File: config.mk
export PLATFORM = sky130hd
export DESIGN_NAME = scene_renderer
export DESIGN_NICKNAME = d
export VERILOG_FILES = /design/src/rtl/flappy_pkg.sv /design/src/rtl/pipe_hit_test.sv /design/src/rtl/scene_renderer.sv
export SDC_FILE = /design/constraint.sdc
export NUM_CORES = 1
export LEC_CHECK = 0
export CORE_MARGIN = 4
export CORE_UTILIZATION = 60
export CTS_BUF_LIST = sky130_fd_sc_hd__clkbuf_8
export CTS_CLUSTER_SIZE = 16
export DETAILED_ROUTE_END_ITERATION = 6
export DONT_BUFFER_PORTS = 1
export GPL_TIMING_DRIVEN = 0
export PLACE_DENSITY = 0.76
export SYNTH_ARGS = -nofsm -noshare
export SYNTH_HDL_FRONTEND = slang
export SYNTH_SLANG_ARGS = --single-unit
export TNS_END_PERCENT = 30
File: constraint.sdc
create_clock -name clk_rgb -period 4.65 [get_ports clk_rgb]
set_input_delay 0.93 -clock clk_rgb [delete_from_list [all_inputs] [get_ports clk_rgb]]
set_output_delay 0.93 -clock clk_rgb [all_outputs]
set_load 0.005 [all_outputs]
File: src/rtl/flappy_pkg.sv
// Shared definitions for the flappy scene renderer: pipe element types,
// palette constants and the colour priority helper.
package flappy_pkg;

  localparam int PIPE_COUNT_DEF = 4;
  localparam int PIPE_X_W       = 12;
  localparam int GAP_Y_W        = 10;

  typedef logic signed [PIPE_X_W-1:0] pipe_x_t;
  typedef logic        [GAP_Y_W-1:0]  gap_y_t;

  localparam logic [23:0] COLOR_BIRD   = 24'hF8D820;
  localparam logic [23:0] COLOR_PIPE   = 24'h5EBF2E;
  localparam logic [23:0] COLOR_GROUND = 24'hDED895;
  localparam logic [23:0] COLOR_SKY    = 24'h70C5CE;

  // Bird over pipe over ground over sky; blanking forces black.
  function automatic logic [23:0] scene_colour(input logic de,
                                               input logic bird_hit,
                                               input logic pipe_hit,
                                               input logic ground_hit);
    logic [23:0] c;
    c = COLOR_SKY;
    if (bird_hit)        c = COLOR_BIRD;
    else if (pipe_hit)   c = COLOR_PIPE;
    else if (ground_hit) c = COLOR_GROUND;
    if (!de) c = 24'h000000;
    return c;
  endfunction

endpackage

File: src/rtl/pipe_hit_test.sv
// Combinational hit test for one pipe column: inside the pipe's horizontal
// span and outside its vertical gap.
module pipe_hit_test
  import flappy_pkg::*;
#(
  parameter int X_WIDTH    = 11,
  parameter int Y_WIDTH    = 10,
  parameter int PIPE_WIDTH = 96,
  parameter int GAP_HEIGHT = 192
) (
  input  logic [X_WIDTH-1:0] x,
  input  logic [Y_WIDTH-1:0] y,
  input  pipe_x_t            pipe_x,
  input  gap_y_t             gap_y,
  output logic               hit
);

  localparam int XE = PIPE_X_W + 1;
  localparam int YE = Y_WIDTH + 1;

  logic signed [XE-1:0] x_s;
  logic signed [XE-1:0] left_s;
  logic signed [XE-1:0] right_s;
  logic [YE-1:0] y_e;
  logic [YE-1:0] gap_top;
  logic [YE-1:0] gap_bot;

  // One extra bit on both axes keeps negative left edges and gap bottoms
  // past the last row from wrapping.
  always_comb begin
    x_s     = XE'($signed({1'b0, x}));
    left_s  = XE'(pipe_x);
    right_s = left_s + XE'(PIPE_WIDTH);
    y_e     = YE'(y);
    gap_top = YE'(gap_y);
    gap_bot = gap_top + YE'(GAP_HEIGHT);
    hit     = (x_s >= left_s) && (x_s < right_s) &&
              ((y_e < gap_top) || (y_e >= gap_bot));
  end

endmodule

File: src/rtl/scene_renderer.sv
// Two-stage pixel colour pipeline for the flappy scene: frame-latched scene
// shadows, hit tests, colour selection and a per-frame collision flag.
module scene_renderer
  import flappy_pkg::*;
#(
  parameter int HOR_ACTIVE_PIXELS = 1280,
  parameter int VER_ACTIVE_PIXELS = 720,
  parameter int PIPE_COUNT        = PIPE_COUNT_DEF,
  parameter int BIRD_X            = 200,
  parameter int BIRD_SIZE         = 32,
  parameter int PIPE_WIDTH        = 96,
  parameter int GAP_HEIGHT        = 192,
  parameter int GROUND_Y          = 656,
  localparam int X_WIDTH          = $clog2(HOR_ACTIVE_PIXELS),
  localparam int Y_WIDTH          = $clog2(VER_ACTIVE_PIXELS)
) (
  input  logic                       clk_rgb,
  input  logic                       rst_n,
  input  logic [X_WIDTH-1:0]         x,
  input  logic [Y_WIDTH-1:0]         y,
  input  logic                       hs,
  input  logic                       vs,
  input  logic                       de,
  input  logic [Y_WIDTH-1:0]         bird_y,
  input  pipe_x_t [PIPE_COUNT-1:0]   pipe_x,
  input  gap_y_t  [PIPE_COUNT-1:0]   pipe_gap_y,
  input  logic                       scene_valid,
  output logic [7:0]                 r,
  output logic [7:0]                 g,
  output logic [7:0]                 b,
  output logic                       hs_o,
  output logic                       vs_o,
  output logic                       de_o,
  output logic                       frame_start,
  output logic                       collision
);

  localparam int YE = Y_WIDTH + 1;

  logic                     vs_prev;
  logic                     vs_rise;
  logic [Y_WIDTH-1:0]       sh_bird_y;
  pipe_x_t [PIPE_COUNT-1:0] sh_pipe_x;
  gap_y_t  [PIPE_COUNT-1:0] sh_gap_y;

  logic [PIPE_COUNT-1:0]    pipe_hits;
  logic                     bird_hit_c;
  logic                     pipe_hit_c;
  logic                     ground_hit_c;

  logic                     s1_bird;
  logic                     s1_pipe;
  logic                     s1_ground;
  logic                     s1_hs;
  logic                     s1_vs;
  logic                     s1_de;
  logic                     hit_set;
  logic                     coll_acc;
  logic [23:0]              pix_colour;

  // Gated by rst_n so a shadow load is only ever advertised when it can happen.
  assign vs_rise     = vs & ~vs_prev & rst_n;
  assign frame_start = vs_rise;

  // Scene shadows: live inputs are sampled only at a frame boundary.
  always_ff @(posedge clk_rgb) begin
    if (!rst_n) begin
      vs_prev   <= 1'b1;
      sh_bird_y <= Y_WIDTH'(VER_ACTIVE_PIXELS / 2);
      for (int i = 0; i < PIPE_COUNT; i++) begin
        sh_pipe_x[i] <= pipe_x_t'(HOR_ACTIVE_PIXELS);
        sh_gap_y[i]  <= gap_y_t'((VER_ACTIVE_PIXELS - GAP_HEIGHT) / 2);
      end
    end else begin
      vs_prev <= vs;
      if (vs_rise && scene_valid) begin
        sh_bird_y <= bird_y;
        sh_pipe_x <= pipe_x;
        sh_gap_y  <= pipe_gap_y;
      end
    end
  end

  for (genvar i = 0; i < PIPE_COUNT; i++) begin : g_pipe
    pipe_hit_test #(
      .X_WIDTH    (X_WIDTH),
      .Y_WIDTH    (Y_WIDTH),
      .PIPE_WIDTH (PIPE_WIDTH),
      .GAP_HEIGHT (GAP_HEIGHT)
    ) u_hit (
      .x      (x),
      .y      (y),
      .pipe_x (sh_pipe_x[i]),
      .gap_y  (sh_gap_y[i]),
      .hit    (pipe_hits[i])
    );
  end

  always_comb begin
    bird_hit_c   = (x >= X_WIDTH'(BIRD_X)) &&
                   (x < X_WIDTH'(BIRD_X + BIRD_SIZE)) &&
                   (YE'(y) >= YE'(sh_bird_y)) &&
                   (YE'(y) < YE'(sh_bird_y) + YE'(BIRD_SIZE));
    pipe_hit_c   = |pipe_hits;
    ground_hit_c = (y >= Y_WIDTH'(GROUND_Y));
  end

  // Stage 1: hit tests and syncs.
  always_ff @(posedge clk_rgb) begin
    if (!rst_n) begin
      s1_bird   <= 1'b0;
      s1_pipe   <= 1'b0;
      s1_ground <= 1'b0;
      s1_hs     <= 1'b0;
      s1_vs     <= 1'b0;
      s1_de     <= 1'b0;
    end else begin
      s1_bird   <= bird_hit_c;
      s1_pipe   <= pipe_hit_c;
      s1_ground <= ground_hit_c;
      s1_hs     <= hs;
      s1_vs     <= vs;
      s1_de     <= de;
    end
  end

  assign pix_colour = scene_colour(s1_de, s1_bird, s1_pipe, s1_ground);

  // Stage 2: colour and syncs.
  always_ff @(posedge clk_rgb) begin
    if (!rst_n) begin
      r    <= 8'h00;
      g    <= 8'h00;
      b    <= 8'h00;
      hs_o <= 1'b0;
      vs_o <= 1'b0;
      de_o <= 1'b0;
    end else begin
      r    <= pix_colour[23:16];
      g    <= pix_colour[15:8];
      b    <= pix_colour[7:0];
      hs_o <= s1_hs;
      vs_o <= s1_vs;
      de_o <= s1_de;
    end
  end

  assign hit_set = s1_de & s1_bird & (s1_pipe | s1_ground);

  // A hit landing on the boundary cycle belongs to the frame that is starting.
  always_ff @(posedge clk_rgb) begin
    if (!rst_n) begin
      coll_acc  <= 1'b0;
      collision <= 1'b0;
    end else if (vs_rise) begin
      collision <= coll_acc;
      coll_acc  <= hit_set;
    end else begin
      coll_acc  <= coll_acc | hit_set;
    end
  end

endmodule

==> metrics.yaml, run 1 <==
syn-cell-area_um2: 8388
slew_headroom: 0.5659
dp_hpwl_um: 16620
cts_tree: "built"
worstPathRequired_ns: 5.03
synth_cell_type_count: 56
postCtsSetupRepairBufs: 0
crit_path_end_kind: "flop"
clkSlewWorstSetupHoldPaths_ns: 0.07
power_mw: 2.469
syn-mean-instance-area_um2: 8.152
antenna_found_initial: 0
yosys.area.top_type: "dfxtp_1"
cellLeakagePower_nw: 3.676
syn-num-nets: 1302
viasPerCell: 5.776
nets: 1321
synth.most_common_cell: "nand2_1"
cp_max_fo: 5
synthArstFlopShare: 0
routed_wl_um: 20990
wl_per_cell_um: 16.98
track_usage: 0.2712
crit_start: "sh_pipe_x[19]$_SDFFE_PN0P_"
fin_crit_ns: 2.764
clkLatencyLatePin_ns: 0.45
cts_hold_buffers: 0
drt_first_pass_iters: 5
clockBufferDepth: 2
hold_class: "reg -> reg"
die_w_um: 126.2
ys_warn_count: 0
finalSetupTns_ns: 0
tightest_slew_ns: 0.6348
synth_edf_count: 0
synth.area.top_cells: "dfxtp_1 (29%), ha_1 (22%), nand2_1 (9.2%), a21boi_0 (7.2%), inv_1 (4.3%)"
place.gp.congestion: 0.9059
fmax_mhz: 361.7
ir_drop_mv: 0.2982
power_density_nw_per_um2: 272.7
cts_sinks: 123
post-route-drc-count: 0
drt-met1-wl_um: 9006
rr_endpoint: "s1_pipe$_SDFF_PN0_"
cts_made_buffers: 17
grt_pass1_vias: 7150
cp.arrival_ns: 3.15
core_area_um2: 13450
reg2regPathDepth: 11
top_layer: "met4"
drive_above_1_share: 0.05189
insertedDiodeCount: 0
cap_violations: 0
pin_count: 154
setup_violations: 0
synthTopCellsByCount: "nand2_1 (205), ha_1 (148), dfxtp_1 (123)"
area_growth_pct: 7.965
cp-endpoint: "s1_pipe$_SDFF_PN0_"
r2r_start: "sh_pipe_x[19]$_SDFFE_PN0P_"
finish.utilization: 0.6732
ys_ff_latch: 123
grt_max_degree: 17
met2_length_um: 9691
vias: 7139
grt_pass1_wl_um: 34700
die_h_um: 126.2
num_rows: 42
fin_area_um2: 9056
status: "complete, no violations"
synth_top_area_frac: 0.2936
cts_resized: 0
report.final.slew_viol_count: 0
cts-root-buf: "clkbuf_8"
worst-setup-path-type: "reg -> reg"
htreeDepth: 4
fp.dieArea_um2: 15940
hold_viol_final: 0
critPathLaunchType: "flop"
start_util: 0.6235
grt_overflow: 0
fin_crit_sh: 0.5945
synth-main-ff-cell: "dfxtp_1"
port_buffers: 0
postPlaceCellArea_um2: 8608
ys_seq_area_frac: 0.2936
clock_skew_ns: 0.005351
dr.first_iter.drc_count: 428
antenna_left: 0
wl_met3_um: 1815
rrSetupSlack_ns: 1.89
syn_inst: 1029
rsz0062_at_grt: "false"
-- critical path, cell delays in order, from the launching register on --
cell and delay, ns:
dfxtp_1 0.43, nand2_1 0.14, a211oi_1 0.32, xnor2_1 0.17, ha_1 0.26, a211oi_1 0.23
o21ai_0 0.15, a21o_1 0.17, a31oi_1 0.20, o211ai_1 0.17, a221o_1 0.35, nand4_1 0.10
-- sequential cells by signal (all words and copies together) (netlist names) --
| name | cells |
|---|---|
| s1_ground | 1 |
| sh_pipe_x | 48 |
| de_o | 1 |
| hs_o | 1 |
| b | 5 |
| sh_gap_y | 40 |
| collision | 1 |
| vs_o | 1 |
| r | 5 |
| s1_vs | 1 |
| sh_bird_y | 10 |
| s1_pipe | 1 |
| s1_de | 1 |
| s1_bird | 1 |
| vs_prev | 1 |
| s1_hs | 1 |
| g | 3 |
| coll_acc | 1 |
-- worst min-delay path by stage --
stage	from	cells after the start	endpoint
2_1_floorplan	s1_hs$_SDFF_PN0_	1	hs_o$_SDFF_PN0_
3_3_place_gp	s1_hs$_SDFF_PN0_	1	hs_o$_SDFF_PN0_
3_5_place_dp	s1_vs$_SDFF_PN0_	1	vs_o$_SDFF_PN0_
4_1_cts	s1_hs$_SDFF_PN0_	1	hs_o$_SDFF_PN0_
5_1_grt	s1_hs$_SDFF_PN0_	1	hs_o$_SDFF_PN0_
6_report	s1_hs$_SDFF_PN0_	1	hs_o$_SDFF_PN0_
-- per-layer routing --
metal,vias to the layer above,GRT usage
met5,-,0
met4,0,0.1079
met3,39,0.07959
met2,209,0.4491
met1,3291,0.3315
li1,3600,-
-- kinds of logic after synthesis --
family / share of synthesized area
adder cells (fa/ha/maj): 0.2208
AO/OA/AOI/OAI: 0.2161
flip-flops: 0.2936
XOR/XNOR: 0.03028
other: 0.0004471
buffers and inverters: 0.07041
AND/OR/NAND/NOR: 0.1684
-- layout by cell type (no fill, tap or decap), types with 6 or more instances in the layout --
cell type  synthesis  routed
inv_1             97      98
clkbuf_8           0      18
a2111oi_0          6       6
buf_4             11      11
a21boi_0          81      81
a21oi_1           37      37
and2_1             6       6
o21a_1             7       7
nand2b_1           9       9
nand4_1            8       8
a21o_1            13      13
nand2_1          205     205
nand3_1           11      11
a211oi_1          12      12
ha_1             148     148
clkbuf_1          27      27
dfxtp_1          123     123
o21ai_0           43      43
nor2_1            33      33
nor2b_1            9       9
xor2_1             9       9
o211ai_1          24      24
nor3_1            18      18
o2111ai_1          6       6
xnor2_1           20      20
buf_2              7       7
-- per-stage QoR --
stage                     instances  hold WS, ns  setup WS [ns]
final                          1236       0.4362          1.886
after global routing           1236       0.4558          1.697
after CTS                      1236       0.4396          1.914
after detailed placement       1205       0.4277          1.658
after global placement         1205       0.4147          1.669
after floorplan                1029       0.4119          2.009
-- area by class of cell --
class	instances	area, µm²
Buffer	45	219.0
Clock buffer	18	247.7
Clock inverter	13	200.2
Fill cell	1229	4397
Inverter	99	371.6
Multi-Input combinational cell	762	5335
Sequential cell	123	2462
Tap cell	176	220.2
-- report_power, final --
group	leakage [nW]	switching [mW]	total, mW	internal, mW
combinational	2.46	0.163	0.299	0.136
clock	0.222	0.436	1.08	0.644
sequential	0.997	0.0142	1.09	1.08
total	3.68	0.614	2.47	1.86
(Power assumes the default switching activity.)
==> run 2, diff against run 1 <==
- PLACE_DENSITY: 0.76 -> 0.79
- clock period: 4.65 -> 2.4 ns (I/O delays scaled with it)
==> run 2 against run 1 <==
Worst setup slack lost 1.9 ns. Core utilization grew 0.33 points. Maximum frequency grew 15%. Die area is the same. Non-clock buffer count grew 3. Sequential cell count is the same. Combinational power grew 100%. Sequential power grew 94%. Clock power grew 46%.
==> metrics.yaml, run 2 (synthesized netlist as in run 1, its figures left out) <==
fillers: 1181
htreeDepth: 4
cts_tree: "built"
crit_path_end_kind: "flop"
viasPerCell: 5.836
grtUsageMet3: 0.09441
grtUsageMet1: 0.3319
finish.utilization: 0.6764
cellLeakagePower_nw: 3.654
dp_slack_ns: -0.3119
fmax_mhz: 417.1
cts_made_buffers: 17
dr.first_iter.drc_count: 433
post-route-drc-count: 0
top_register: "sh_pipe_x"
reg2regPathDepth: 11
cts_sinks: 123
hold_viol_final: 0
cp.arrival_ns: 2.80
num_rows: 42
cp_num_cells: 11
report.final.slew_viol_count: 0
clock_skew_ns: 0.01208
worst-setup-path-type: "reg -> reg"
worstPathRequired_ns: 2.81
vias: 7237
wl_per_cell_um: 17.30
fin_crit_ns: 2.398
pin_count: 154
grtUsageMet2: 0.4507
grt_overflow: 0
mostFrequentLayoutCell: "nand2_1"
die_h_um: 126.2
grt_pass1_vias: 7145
tightest_slew_ns: 0.6209
routed_wl_um: 21450
cap_violations: 0
rrSetupSlack_ns: 0.002
port_buffers: 0
drt_first_pass_iters: 5
fin_ws_ns: 0.002284
cp-endpoint: "s1_pipe$_SDFF_PN0_"
track_usage: 0.2735
r2r_start: "sh_pipe_x[18]$_SDFFE_PN0P_"
path_cells: "inv_2 > a211oi_4 > xnor2_1 > ha_1 > a211oi_2 > o21ai_1 > a21o_1 > a31oi_2 > o211ai_1 > a221o_1 > nand4_1"
largest_reg_flops: 48
nets: 1324
hold_class: "in -> reg"
clkSlewWorstSetupHoldPaths_ns: 0.08
busiest_layer: "met2"
multiInputGateArea_um2: 5445
layout_common_cells: "nand2_1 (204), ha_1 (144), dfxtp_1 (109)"
cts_hold_buffers: 0
cts-root-buf: "clkbuf_8"
crit_family: "compound AO/OA/AOI/OAI gates"
insertedDiodeCount: 0
critPathLaunchType: "flop"
cp_max_fo: 3
area_growth_pct: 8.487
rr_endpoint: "s1_pipe$_SDFF_PN0_"
reg_top3: "sh_pipe_x (48), sh_gap_y (40), sh_bird_y (10)"
regArea_um2: 2490
status: "complete, no violations"
slew_headroom: 0.5753
critical-path-max-stage-delay_ns: 0.35
die_w_um: 126.2
start_util: 0.6235
path_buf_inv: 1
antenna_left: 0
ir_drop_mv: 0.3505
power_density_nw_per_um2: 471.2
core_area_um2: 13450
rsz0062_at_grt: "true"
grt_pass1_wl_um: 35050
drive_above_1_share: 0.08929
crit_start: "sh_pipe_x[18]$_SDFFE_PN0P_"
clockBufferDepth: 2
dp_hpwl_um: 16650
clkLatencyLatePin_ns: 0.47
antenna_found_initial: 0
grt_max_degree: 17
setup_violations: 0
fin_crit_sh: 0.9990
fp.dieArea_um2: 15940
cpMaxStageDelayCell: "dfxtp_2"
place.gp.congestion: 0.9128
==> run 2: worst min-delay path by stage <==
stage | slack, ns | startpoint | end | cells past startpoint
after floorplan | 0.41 | s1_hs$_SDFF_PN0_ | hs_o$_SDFF_PN0_ | 1
final | 0.11 | vs | vs_prev$_SDFF_PN1_ | 1
after CTS | 0.09 | vs | vs_prev$_SDFF_PN1_ | 1
after detailed placement | 0.42 | s1_vs$_SDFF_PN0_ | vs_o$_SDFF_PN0_ | 1
after global routing | 0.11 | vs | vs_prev$_SDFF_PN1_ | 1
after global placement | 0.41 | s1_hs$_SDFF_PN0_ | hs_o$_SDFF_PN0_ | 1
==> run 2: report_power, final <==
part | switching [mW] | internal (mW) | total, mW | leakage, nW
clock | 0.862 | 0.717 | 1.58 | 0.168
sequential | 0.0283 | 2.08 | 2.11 | 1.00
combinational | 0.326 | 0.274 | 0.600 | 2.48
total | 1.22 | 3.07 | 4.29 | 3.65
==> run 2: layout make-up <==
| type | instances | area share |
|---|---|---|
| multi-input combinational | 762 | 0.5984 |
| sequential | 123 | 0.2736 |
| inverter | 99 | 0.04084 |
| clock buffer | 18 | 0.02722 |
| tap | 176 | 0.02420 |
| buffer | 45 | 0.02406 |
| clock inverter | 14 | 0.009212 |
| timing repair buffer | 3 | 0.002475 |
==> run 2: through the flow <==
stage	cells	hold WS [ns]	power (mW)	setup TNS, ns	area [µm²]
after floorplan	1029	0.4119	2.600	0	8388
after global placement	1205	0.4148	2.711	-0.3367	8608
after detailed placement	1205	0.4177	2.732	-0.3119	8608
after CTS	1238	0.08759	4.308	0	9017
after global routing	1240	0.1076	4.489	-0.1304	9100
final	1240	0.1092	4.288	0	9100
==> run 2: worst register-to-register path, delay by kind of cell (launching register included) <==
family	cells	cell delay, ns
AOI/OAI and AO/OA	7	1.43
xor gates and xnor gates	1	0.15
adders and majority gates	1	0.27
buffers and inverters	1	0.06
DFF	1	0.35
and+or+nand+nor	1	0.09
==> run 2: layer usage <==
metal / routed length [µm] / part of all wire
met5: 0 / 0
met4: 524 / 0.024
met3: 1837 / 0.086
met2: 9884 / 0.46
met1: 9204 / 0.43
==> run 2: timing repair <==
| action | in CTS | in global routing |
|---|---|---|
| pin swaps | 11 | 13 |
| buffers inserted | 1 | 2 |
| endpoints found under the setup margin | 1 | 1 |
| gates resized for setup | 26 | 25 |
